## src/rtl/membus_pkg.sv

```systemverilog
// Shared definitions for the memory-bus RAM controller: FSM state encoding
// and default bus widths.
package membus_pkg;

  localparam int DEF_DATA_WIDTH = 36;
  localparam int DEF_ADDR_WIDTH = 14;

  typedef enum logic [2:0] {
    IDLE,
    ACK,
    RD,
    RDRS,
    WRWAIT,
    WRITE,
    DONE
  } state_t;

endpackage

```

## src/rtl/membus_sync.sv

```systemverilog
// Registers the bus request/restart strobes and derives a new-request pulse
// and the wr_rs rising edge used by the controller FSM.
module membus_sync (
  input  logic clk,
  input  logic reset,
  input  logic rq_cyc,
  input  logic rd_rq,
  input  logic wr_rq,
  input  logic wr_rs,
  output logic req_start,
  output logic wr_rs_rise
);

  logic rq_cyc_q;
  logic rd_rq_q;
  logic wr_rq_q;
  logic wr_rs_q;

  always_ff @(posedge clk or posedge reset) begin
    if (reset) begin
      rq_cyc_q <= 1'b0;
      rd_rq_q  <= 1'b0;
      wr_rq_q  <= 1'b0;
      wr_rs_q  <= 1'b0;
    end else begin
      rq_cyc_q <= rq_cyc;
      rd_rq_q  <= rd_rq;
      wr_rq_q  <= wr_rq;
      wr_rs_q  <= wr_rs;
    end
  end

  // A request counts only once per bus cycle; the master must drop rq_cyc
  // before the same request can be seen again.
  assign req_start  = rq_cyc & (rd_rq | wr_rq) & ~(rq_cyc_q & (rd_rq_q | wr_rq_q));
  assign wr_rs_rise = wr_rs & ~wr_rs_q;

endmodule

```

## src/rtl/core_ram_ctl.sv

```systemverilog
// Memory-bus to single-port synchronous RAM controller (read, write, RMW).
// Define CORE_RAM_ADDR_CHECK_EN to ignore requests with ma >= MEM_WORDS.
module core_ram_ctl
  import membus_pkg::*;
#(
  parameter int DATA_WIDTH = DEF_DATA_WIDTH,
  parameter int ADDR_WIDTH = DEF_ADDR_WIDTH,
  parameter int MEM_WORDS  = 2**ADDR_WIDTH
) (
  input  logic                  clk,
  input  logic                  reset,
  input  logic                  membus_rq_cyc,
  input  logic                  membus_rd_rq,
  input  logic                  membus_wr_rq,
  input  logic [ADDR_WIDTH-1:0] membus_ma,
  input  logic                  membus_wr_rs,
  input  logic [DATA_WIDTH-1:0] membus_mb_in,
  output logic                  membus_addr_ack,
  output logic                  membus_rd_rs,
  output logic [DATA_WIDTH-1:0] membus_mb_out,
  output logic [ADDR_WIDTH-1:0] ram_addr,
  output logic [DATA_WIDTH-1:0] ram_data,
  output logic                  ram_we,
  input  logic [DATA_WIDTH-1:0] ram_q
);

  state_t                state, nxt;
  logic [ADDR_WIDTH-1:0] ma_r;
  logic                  rd_l, wr_l;
  logic                  req_start, wr_rs_rise, addr_ok;
  logic                  accept, load_q, load_wd;

  membus_sync u_sync (
    .clk        (clk),
    .reset      (reset),
    .rq_cyc     (membus_rq_cyc),
    .rd_rq      (membus_rd_rq),
    .wr_rq      (membus_wr_rq),
    .wr_rs      (membus_wr_rs),
    .req_start  (req_start),
    .wr_rs_rise (wr_rs_rise)
  );

`ifdef CORE_RAM_ADDR_CHECK_EN
  localparam logic [31:0] MEM_LIMIT = 32'(MEM_WORDS);
  assign addr_ok = (32'(membus_ma) < MEM_LIMIT);
`else
  assign addr_ok = 1'b1;
`endif

  always_comb begin
    nxt     = state;
    accept  = 1'b0;
    load_q  = 1'b0;
    load_wd = 1'b0;
    case (state)
      IDLE: begin
        if (req_start && addr_ok) begin
          accept = 1'b1;
          nxt    = ACK;
        end
      end
      ACK:    nxt = !membus_rq_cyc ? IDLE : (rd_l ? RD : WRWAIT);
      RD: begin
        if (!membus_rq_cyc) nxt = IDLE;
        else begin
          load_q = 1'b1;
          nxt    = RDRS;
        end
      end
      RDRS:   nxt = !membus_rq_cyc ? IDLE : (wr_l ? WRWAIT : DONE);
      WRWAIT: begin
        if (!membus_rq_cyc) nxt = IDLE;
        else if (wr_rs_rise) begin
          load_wd = 1'b1;
          nxt     = WRITE;
        end
      end
      WRITE:  nxt = !membus_rq_cyc ? IDLE : DONE;
      DONE:   if (!membus_rq_cyc) nxt = IDLE;
      default: nxt = IDLE;
    endcase
  end

  always_ff @(posedge clk or posedge reset) begin
    if (reset) begin
      state         <= IDLE;
      ma_r          <= '0;
      rd_l          <= 1'b0;
      wr_l          <= 1'b0;
      ram_data      <= '0;
      membus_mb_out <= '0;
    end else begin
      state <= nxt;
      if (accept) begin
        ma_r <= membus_ma;
        rd_l <= membus_rd_rq;
        wr_l <= membus_wr_rq;
      end
      if (load_q)  membus_mb_out <= ram_q;
      if (load_wd) ram_data      <= membus_mb_in;
    end
  end

  // Gating we with rq_cyc keeps an abort in the WRITE cycle from storing.
  assign membus_addr_ack = (state == ACK);
  assign membus_rd_rs    = (state == RDRS);
  assign ram_we          = (state == WRITE) && membus_rq_cyc;
  assign ram_addr        = ma_r;

endmodule
```

## config.mk

```make
export PLATFORM = sky130hd
export DESIGN_NAME = core_ram_ctl
export DESIGN_NICKNAME = d
export VERILOG_FILES = /design/src/rtl/membus_pkg.sv /design/src/rtl/membus_sync.sv /design/src/rtl/core_ram_ctl.sv
export SDC_FILE = /design/constraint.sdc
export NUM_CORES = 1
export LEC_CHECK = 0
export ABC_AREA = 1
export BUFFER_PORTS_ARGS = -buffer_cell sky130_fd_sc_hd__buf_2
export CORE_MARGIN = 8
export CORE_UTILIZATION = 47
export CTS_CLUSTER_SIZE = 25
export DETAILED_ROUTE_END_ITERATION = 8
export GPL_TIMING_DRIVEN = 0
export PLACE_DENSITY_LB_ADDON = 0.2
export SLEW_MARGIN = 20
export SYNTH_ARGS = -nofsm -noshare
export SYNTH_HDL_FRONTEND = slang
export SYNTH_SLANG_ARGS = --single-unit
export TNS_END_PERCENT = 30
```

## constraint.sdc

```tcl
create_clock -name clk -period 3.77 [get_ports clk]
set_input_delay 0.1885 -clock clk [delete_from_list [all_inputs] [get_ports clk]]
set_output_delay 0.1885 -clock clk [all_outputs]
set_load 0.02 [all_outputs]
```

==> results of run 1 <==
[cells by family after synthesis]
kind of cell           share of synthesized area
buffers and inverters                     0.0987
AOI/OAI and AO/OA                          0.107
and+or+nand+nor                            0.201
DFF                                        0.593
[cells in the mapped netlist]
master / number
nand2_1: 135
dfrtp_1: 95
inv_1: 55
nand3_1: 43
o21ai_2: 42
o21ai_1: 10
buf_6: 9
buf_2: 7
nor2_1: 7
buf_4: 5
inv_2: 3
nor3_1: 2
o21ai_0: 2
clkbuf_1: 1
nand3_2: 1
nand4_1: 1
nand4_4: 1
nor3_2: 1
[state kept, by name, indices dropped and copies added (netlist names)]
signal and cells:
state 3, u_sync.wr_rs_q 1, ram_data 36, membus_mb_out 36
ram_addr 14, u_sync.rq_cyc_q 1, u_sync.wr_rq_q 1, wr_l 1
u_sync.rd_rq_q 1, rd_l 1
[layout make-up]
| cell class | count | area, µm² |
|---|---|---|
| timing repair buffer | 186 | 978 |
| fill | 732 | 2940 |
| clock buffer | 11 | 141 |
| clock inverter | 5 | 57.6 |
| inverter | 58 | 223 |
| buffer | 22 | 178 |
| multi-input combinational | 245 | 1230 |
| tap | 105 | 131 |
| sequential | 95 | 2380 |
[metrics by stage]
stage | utilization | hold WS [ps] | cell area (µm²) | setup WS [ps] | cells
floorplan | - | 220 | 4010 | 1100 | 420
global placement | 0.610 | 326 | 5040 | -20.7 | 705
global route | 0.644 | 53.6 | 5320 | 2130 | 727
finish | 0.644 | 67.3 | 5320 | 2220 | 727
detailed placement | 0.614 | 168 | 5070 | 2360 | 706
CTS | 0.644 | 49.6 | 5320 | 2200 | 727
[repair_timing]
item / 4_1_cts / 5_1_grt
gates resized for setup: 0 / 0
hold buffers: 5 / 0
endpoints found under the hold margin: 29 / 0
[critical path, stage by stage]
cell and delay (ps):
dlygate4sd3_1 520, buf_2 140, nand2_1 60, inv_2 110, nand3_1 100, inv_1 80
buf_2 160
[worst max-delay path by stage]
stage                        startpoint               end  cells after the start
after floorplan                   reset  membus_mb_out[0]                      1
after global placement            reset       ram_addr[7]                      2
after detailed placement       state[1]       ram_data[6]                      5
after CTS                 membus_rq_cyc            ram_we                      7
after global routing      membus_rq_cyc            ram_we                      7
final                     membus_rq_cyc            ram_we                      7
[routing by layer]
| layer | share of wire | routed length [µm] | track usage | vias up |
|---|---|---|---|---|
| met2 | 0.49 | 5240 | 0.298 | 125 |
| met4 | 0.015 | 159 | 0.0626 | 0 |
| met1 | 0.40 | 4230 | 0.208 | 1640 |
| met5 | 0 | 0 | 0 | - |
| li1 | - | - | - | 1690 |
| met3 | 0.094 | 997 | 0.0595 | 12 |
[power breakdown]
part / internal [µW] / leakage [µW] / switching (µW) / total [µW]
clock network: 324 / 0.0000916 / 349 / 673
logic: 545 / 0.00185 / 1040 / 1580
registers: 1380 / 0.00122 / 192 / 1570
==> run_summary.xml, run 1 <==
<?xml version="1.0" encoding="UTF-8"?>
<metrics>
  <group name="critical_path">
    <metric name="startpoint_type" unit="">input pin</metric>
    <metric name="internal_reg_to_reg_setup_slack" unit="ps">2340</metric>
    <metric name="path_max_fanout" unit="">5</metric>
    <metric name="element_type_at_the_critical_path_end" unit="">output port</metric>
    <metric name="cp.arrival" unit="ps">1370</metric>
    <metric name="r2r-start" unit="">state[1]</metric>
    <metric name="r2r_end" unit="">ram_data[6]</metric>
    <metric name="category_of_the_critical_setup_timing_path" unit="">in2out</metric>
    <metric name="required" unit="ps">3580</metric>
    <metric name="reg2reg_depth" unit="">5</metric>
  </group>
  <group name="synth">
    <metric name="synth_fp_nets" unit="">512</metric>
    <metric name="synth_largest_type_area_fraction" unit="">0.593</metric>
    <metric name="ys_seq_area_frac" unit="">0.593</metric>
    <metric name="synth.yosys.warnings" unit="">0</metric>
    <metric name="synthesis.area" unit="µm²">4010</metric>
    <metric name="synthesis.instances" unit="">420</metric>
    <metric name="synth_seq_cells" unit="">95</metric>
    <metric name="synth.distinct_cells" unit="">18</metric>
    <metric name="cells_taking_the_most_area_after_synthesis" unit="">dfrtp_1 59%, nand2_1 13%, o21ai_2 9.2%, nand3_1 5.4%, inv_1 5.2%</metric>
    <metric name="synth_top_cell_by_area" unit="">dfrtp_1</metric>
    <metric name="average_instance_area_after_synthesis" unit="µm²">9.54</metric>
  </group>
  <group name="route">
    <metric name="remaining_drc_errors" unit="">0</metric>
    <metric name="count_of_routing_violations_after_the_opening_detailed_route_iteration" unit="">146</metric>
    <metric name="ant_nets" unit="">0</metric>
    <metric name="avgViaCountPerCell" unit="">4.77</metric>
    <metric name="route.final.wire_length" unit="µm">10600</metric>
    <metric name="post_drt_wl_per_cell" unit="µm">14.6</metric>
    <metric name="drt-pass1-iter-count" unit="">4</metric>
    <metric name="via_count" unit="">3467</metric>
  </group>
  <group name="global_routing">
    <metric name="grt_start_max_net_pins" unit="">71</metric>
    <metric name="groute.usage.overall" unit="">0.177</metric>
    <metric name="grt_residual_overflow" unit="">0</metric>
    <metric name="grt_antenna_before_repair" unit="">0</metric>
    <metric name="grt_pass1_vias" unit="">3608</metric>
    <metric name="global_route_wire_length_before_repair" unit="µm">16900</metric>
  </group>
  <group name="sta">
    <metric name="timing.final.max_slew_violations" unit="">0</metric>
    <metric name="rsz0062_at_grt" unit="">no</metric>
    <metric name="timing.max_slew.rel_slack" unit="">0.695</metric>
    <metric name="fmax" unit="MHz">644</metric>
    <metric name="finalClockSkew" unit="ps">13.8</metric>
    <metric name="setup_tns" unit="ps">0</metric>
    <metric name="report.final.hold_viol_count" unit="">0</metric>
    <metric name="final-setup-viol-count" unit="">0</metric>
    <metric name="period_minus_slack" unit="ps">1550</metric>
    <metric name="worst_pin_slew" unit="ps">457</metric>
    <metric name="final.period_utilization" unit="">0.412</metric>
  </group>
  <group name="pwr">
    <metric name="power.leakage" unit="µW">0.00317</metric>
    <metric name="power.density" unit="nW/µm²">719</metric>
    <metric name="power.ir.vdd_worst" unit="mV">0.332</metric>
    <metric name="power.total" unit="µW">3820</metric>
  </group>
  <group name="placed_design">
    <metric name="hpwl" unit="µm">8080</metric>
    <metric name="routabilityCongestion" unit="">0.857</metric>
    <metric name="numPortBuffers" unit="">180</metric>
  </group>
  <group name="clock_tree">
    <metric name="clk_pin_slew_worst_paths" unit="ps">100</metric>
    <metric name="ctsRootBufferMaster" unit="">clkbuf_8</metric>
    <metric name="ctsHtreeMaxLevel" unit="">3</metric>
    <metric name="post_cts_buffers" unit="">0</metric>
    <metric name="tritoncts.num_buffers" unit="">9</metric>
    <metric name="worst_skew_pair.late_latency" unit="ps">350</metric>
    <metric name="clock-sinks" unit="">95</metric>
    <metric name="clock_tree_from_tritoncts" unit="">yes</metric>
    <metric name="cts.path.max_buffers" unit="">2</metric>
  </group>
  <group name="hold_path">
    <metric name="hold_path_startpoint" unit="">ram_q[32]</metric>
    <metric name="hold_path_end" unit="">membus_mb_out[32]</metric>
    <metric name="timing.hold.worst_path_depth" unit="">3</metric>
    <metric name="min-delay-path-class" unit="">in2reg</metric>
  </group>
  <group name="die">
    <metric name="pin_count" unit="">181</metric>
    <metric name="floorplan.rows" unit="">33</metric>
    <metric name="die-width" unit="µm">108</metric>
    <metric name="die_area" unit="µm²">11700</metric>
    <metric name="floorplan.core_area" unit="µm²">8260</metric>
    <metric name="start_util" unit="">0.485</metric>
    <metric name="dieHeight" unit="µm">108</metric>
  </group>
  <group name="cells_and_area">
    <metric name="mostFrequentLayoutCell" unit="">buf_2</metric>
    <metric name="final_nets" unit="">709</metric>
    <metric name="layout.cells.most_common_list" unit="">187 x buf_2, 135 x nand2_1, 95 x dfrtp_1</metric>
    <metric name="post_route_cells_drive_above_1_share" unit="">0.428</metric>
    <metric name="n_antenna_cell" unit="">0</metric>
    <metric name="areaGrowthSynthToFinish" unit="%">32.8</metric>
  </group>
  <group name="job">
    <metric name="max-cap-violations" unit="">0</metric>
  </group>
  <group name="status">
    <metric name="run_status" unit="">finished clean</metric>
  </group>
</metrics>
Note: power is estimated with default switching activity, not from simulation.
==> run 2: changes to the inputs <==
ABC_AREA = 0   (was 1)
CORE_UTILIZATION = 46   (was 47)
clock period = 1.55 ns   (was 3.77 ns; I/O delays follow)
==> run 2 against run 1 <==
Against the previous run:
- the flow now finishes with violations (negative setup slack)
- synthesized cell count down 48%
- clock skew down 6.4 ps
- die area down 2.3%
- critical path depth down 2
- hold slack worse by 0.91 ps
- cell area up 15%
- first-iteration DRC count down 71%
- global-route usage up 0.58 points
- sequential cell count unchanged
- power rose to 2.9 times the previous value
==> run_summary.xml, run 2 <==
<?xml version="1.0" encoding="UTF-8"?>
<metrics>
  <group name="cells_and_area">
    <metric name="layout.cells.most_common_list" unit="">179 x buf_2, 94 x dfrtp_1, 91 x dlygate4sd3_1</metric>
    <metric name="post_route_cells_drive_above_1_share" unit="">0.600</metric>
    <metric name="layoutNonFillerInstCount" unit="">623</metric>
    <metric name="areaGrowthSynthToFinish" unit="%">60.7</metric>
    <metric name="finish.utilization" unit="">0.754</metric>
    <metric name="mostFrequentLayoutCell" unit="">buf_2</metric>
    <metric name="final_nets" unit="">606</metric>
    <metric name="layout.filler_cells" unit="">509</metric>
    <metric name="n_antenna_cell" unit="">0</metric>
  </group>
  <group name="critical_path">
    <metric name="category_of_the_critical_setup_timing_path" unit="">reg2reg</metric>
    <metric name="reg2reg_depth" unit="">5</metric>
    <metric name="startpoint_type" unit="">flip-flop</metric>
    <metric name="cp-endpoint" unit="">ram_data[0]</metric>
    <metric name="cp.arrival" unit="ps">1870</metric>
    <metric name="element_type_at_the_critical_path_end" unit="">flip-flop</metric>
    <metric name="r2r-start" unit="">state[0]</metric>
    <metric name="worstSetupStartpoint" unit="">state[0]</metric>
    <metric name="required" unit="ps">1770</metric>
    <metric name="path_max_fanout" unit="">10</metric>
    <metric name="internal_reg_to_reg_setup_slack" unit="ps">-100</metric>
    <metric name="r2r_end" unit="">ram_data[0]</metric>
  </group>
  <group name="die">
    <metric name="start_util" unit="">0.469</metric>
    <metric name="dieHeight" unit="µm">107</metric>
    <metric name="pin_count" unit="">181</metric>
    <metric name="floorplan.rows" unit="">33</metric>
    <metric name="floorplan.core_area" unit="µm²">8130</metric>
    <metric name="die-width" unit="µm">107</metric>
    <metric name="die_area" unit="µm²">11500</metric>
  </group>
  <group name="global_routing">
    <metric name="grt_antenna_before_repair" unit="">0</metric>
    <metric name="groute.usage.overall" unit="">0.183</metric>
    <metric name="grt_start_max_net_pins" unit="">34</metric>
    <metric name="global_route_wire_length_before_repair" unit="µm">16700</metric>
    <metric name="grt_residual_overflow" unit="">0</metric>
    <metric name="grt_pass1_vias" unit="">3230</metric>
  </group>
  <group name="synth">
    <metric name="average_instance_area_after_synthesis" unit="µm²">17.3</metric>
    <metric name="synthesis.instances" unit="">220</metric>
    <metric name="synth_fp_nets" unit="">312</metric>
    <metric name="synth_top_cell_by_area" unit="">dfrtp_1</metric>
    <metric name="synth.distinct_cells" unit="">23</metric>
    <metric name="ys_top_cells_by_count" unit="">95 x dfrtp_1, 48 x mux2_2, 40 x mux2_4</metric>
    <metric name="synthesis.area" unit="µm²">3820</metric>
    <metric name="ys_seq_area_frac" unit="">0.623</metric>
    <metric name="cells_taking_the_most_area_after_synthesis" unit="">dfrtp_1 62%, mux2_4 16%, mux2_2 14%, buf_12 1.6%, buf_6 0.89%</metric>
    <metric name="synth_largest_type_area_fraction" unit="">0.623</metric>
    <metric name="synth_seq_cells" unit="">95</metric>
    <metric name="synth.yosys.warnings" unit="">0</metric>
    <metric name="dominantRegCellSynth" unit="">dfrtp_1</metric>
    <metric name="post-synth-top-count-cell" unit="">dfrtp_1</metric>
    <metric name="synth-edff-count" unit="">0</metric>
    <metric name="asyncSetResetFlopFracSynth" unit="">1.00</metric>
  </group>
  <group name="pwr">
    <metric name="power.ir.vdd_worst" unit="mV">0.823</metric>
    <metric name="power.total" unit="µW">11000</metric>
    <metric name="power.leakage" unit="µW">0.00324</metric>
    <metric name="power.density" unit="nW/µm²">1790</metric>
  </group>
  <group name="route">
    <metric name="remaining_drc_errors" unit="">0</metric>
    <metric name="via_count" unit="">2875</metric>
    <metric name="ant_nets" unit="">0</metric>
    <metric name="drt-pass1-iter-count" unit="">4</metric>
    <metric name="post_drt_wl_per_cell" unit="µm">16.7</metric>
    <metric name="route.final.wire_length" unit="µm">10400</metric>
    <metric name="count_of_routing_violations_after_the_opening_detailed_route_iteration" unit="">43</metric>
    <metric name="avgViaCountPerCell" unit="">4.61</metric>
  </group>
  <group name="job">
    <metric name="max-cap-violations" unit="">0</metric>
  </group>
  <group name="sta">
    <metric name="finalClockSkew" unit="ps">7.42</metric>
    <metric name="worst_pin_slew" unit="ps">496</metric>
    <metric name="rsz0062_at_grt" unit="">yes</metric>
    <metric name="setup_slack" unit="ps">-98.3</metric>
    <metric name="fmax" unit="MHz">607</metric>
    <metric name="timing.max_slew.rel_slack" unit="">0.668</metric>
    <metric name="timing.final.max_slew_violations" unit="">0</metric>
    <metric name="final.period_utilization" unit="">1.06</metric>
    <metric name="period_minus_slack" unit="ps">1650</metric>
    <metric name="report.final.hold_viol_count" unit="">0</metric>
    <metric name="final-setup-viol-count" unit="">43</metric>
  </group>
  <group name="clock_tree">
    <metric name="ctsHtreeMaxLevel" unit="">3</metric>
    <metric name="ctsRootBufferMaster" unit="">clkbuf_8</metric>
    <metric name="clock_tree_from_tritoncts" unit="">yes</metric>
    <metric name="tritoncts.num_buffers" unit="">9</metric>
    <metric name="clock-sinks" unit="">95</metric>
    <metric name="clk_pin_slew_worst_paths" unit="ps">80</metric>
    <metric name="cts.path.max_buffers" unit="">2</metric>
    <metric name="worst_skew_pair.late_latency" unit="ps">350</metric>
  </group>
  <group name="hold_path">
    <metric name="min-delay-path-class" unit="">in2reg</metric>
  </group>
  <group name="placed_design">
    <metric name="numPortBuffers" unit="">180</metric>
    <metric name="hpwl" unit="µm">6900</metric>
    <metric name="numPlacedInstances" unit="">508</metric>
    <metric name="routabilityCongestion" unit="">0.727</metric>
  </group>
  <group name="status">
    <metric name="violations_in_the_final_reports" unit="">negative setup slack</metric>
    <metric name="run_status" unit="">finished, violations left</metric>
  </group>
</metrics>
[run 2: cell types whose count changed in the layout (fill, tap and decap cells not counted), moves of 8 or more]
cell           before  now
buf_2             187  179
dlygate4sd3_1       5   91
inv_1              54    2
mux2_2              0   40
mux2_4              0   48
nand2_1           135    3
nand3_1            43    0
o21ai_1            10    0
o21ai_2            42    0
[run 2: layout make-up]
| class | instances | area, µm² | share of cell area |
|---|---|---|---|
| buffer | 11 | 143 | 0.0233 |
| clock buffer | 11 | 131 | 0.0214 |
| clock inverter | 4 | 47.5 | 0.00775 |
| inverter | 4 | 18.8 | 0.00306 |
| multi-input combinational | 110 | 1330 | 0.217 |
| sequential | 95 | 2380 | 0.388 |
| tap | 105 | 131 | 0.0214 |
| timing repair buffer | 283 | 1950 | 0.318 |
[run 2: worst min-delay path by stage]
stage	from	to	slack, ps	cells after the start
floorplan	membus_rd_rq	u_sync.rd_rq_q	110	0
finish	membus_wr_rs	state[0]	70	3
global placement	membus_rq_cyc	u_sync.rq_cyc_q	200	1
global route	membus_wr_rs	state[0]	70	3
CTS	membus_wr_rs	state[0]	50	3
detailed placement	reset	ram_data[2]	130	2
[run 2: per-stage QoR]
step / area (µm²) / setup slack (ps) / hold WS [ps] / TNS (ps)
2_1_floorplan: 3820 / -42.4 / 109 / -1130
3_3_place_gp: 4850 / -279 / 202 / -36190
3_5_place_dp: 4920 / -248 / 135 / -11600
5_1_grt: 6130 / -137 / 67.7 / -5870
4_1_cts: 6050 / -98.9 / 51.8 / -2570
6_report: 6130 / -98.3 / 66.4 / -2690
[run 2: cells by family (layout without fill, tap and decap cells)]
family | after synthesis | in the layout | share of synthesized area
compound gates | 11 | 11 | 0.0197
buf+inv | 15 | 313 | 0.0357
flops | 95 | 95 | 0.623
mux | 88 | 88 | 0.299
simple gates | 11 | 11 | 0.0226
[run 2: power by group]
part           leakage (µW)  internal [µW]  switching, µW
Sequential          0.00119           3650            595
Clock             0.0000892            734            783
Combinational       0.00196           2510           2740
Total               0.00324           6890           4120
[run 2: timing repair]
| action | in CTS | in global routing |
|---|---|---|
| setup endpoints to repair | 76 | 77 |
| buffers inserted | 4 | 5 |
| hold buffers | 91 | 0 |
| pin swaps | 3 | 0 |
| endpoints found under the hold margin | 107 | 0 |
| gates cloned | 0 | 0 |
| resized for setup | 5 | 13 |
[run 2: routing by layer]
| metal | track usage | wire, µm | vias up |
|---|---|---|---|
| met4 | 0.0683 | 155 | 0 |
| met1 | 0.206 | 4010 | 1396 |
| li1 | - | - | 1365 |
| met3 | 0.0522 | 766 | 12 |
| met5 | 0 | 0 | - |
| met2 | 0.321 | 5470 | 102 |
[run 2: worst max-delay path, cell delays in order, from the launching register on]
cell	delay, ps
dfrtp_1	370
buf_4	160
or3_1	380
buf_6	160
buf_12	150
mux2_4	300
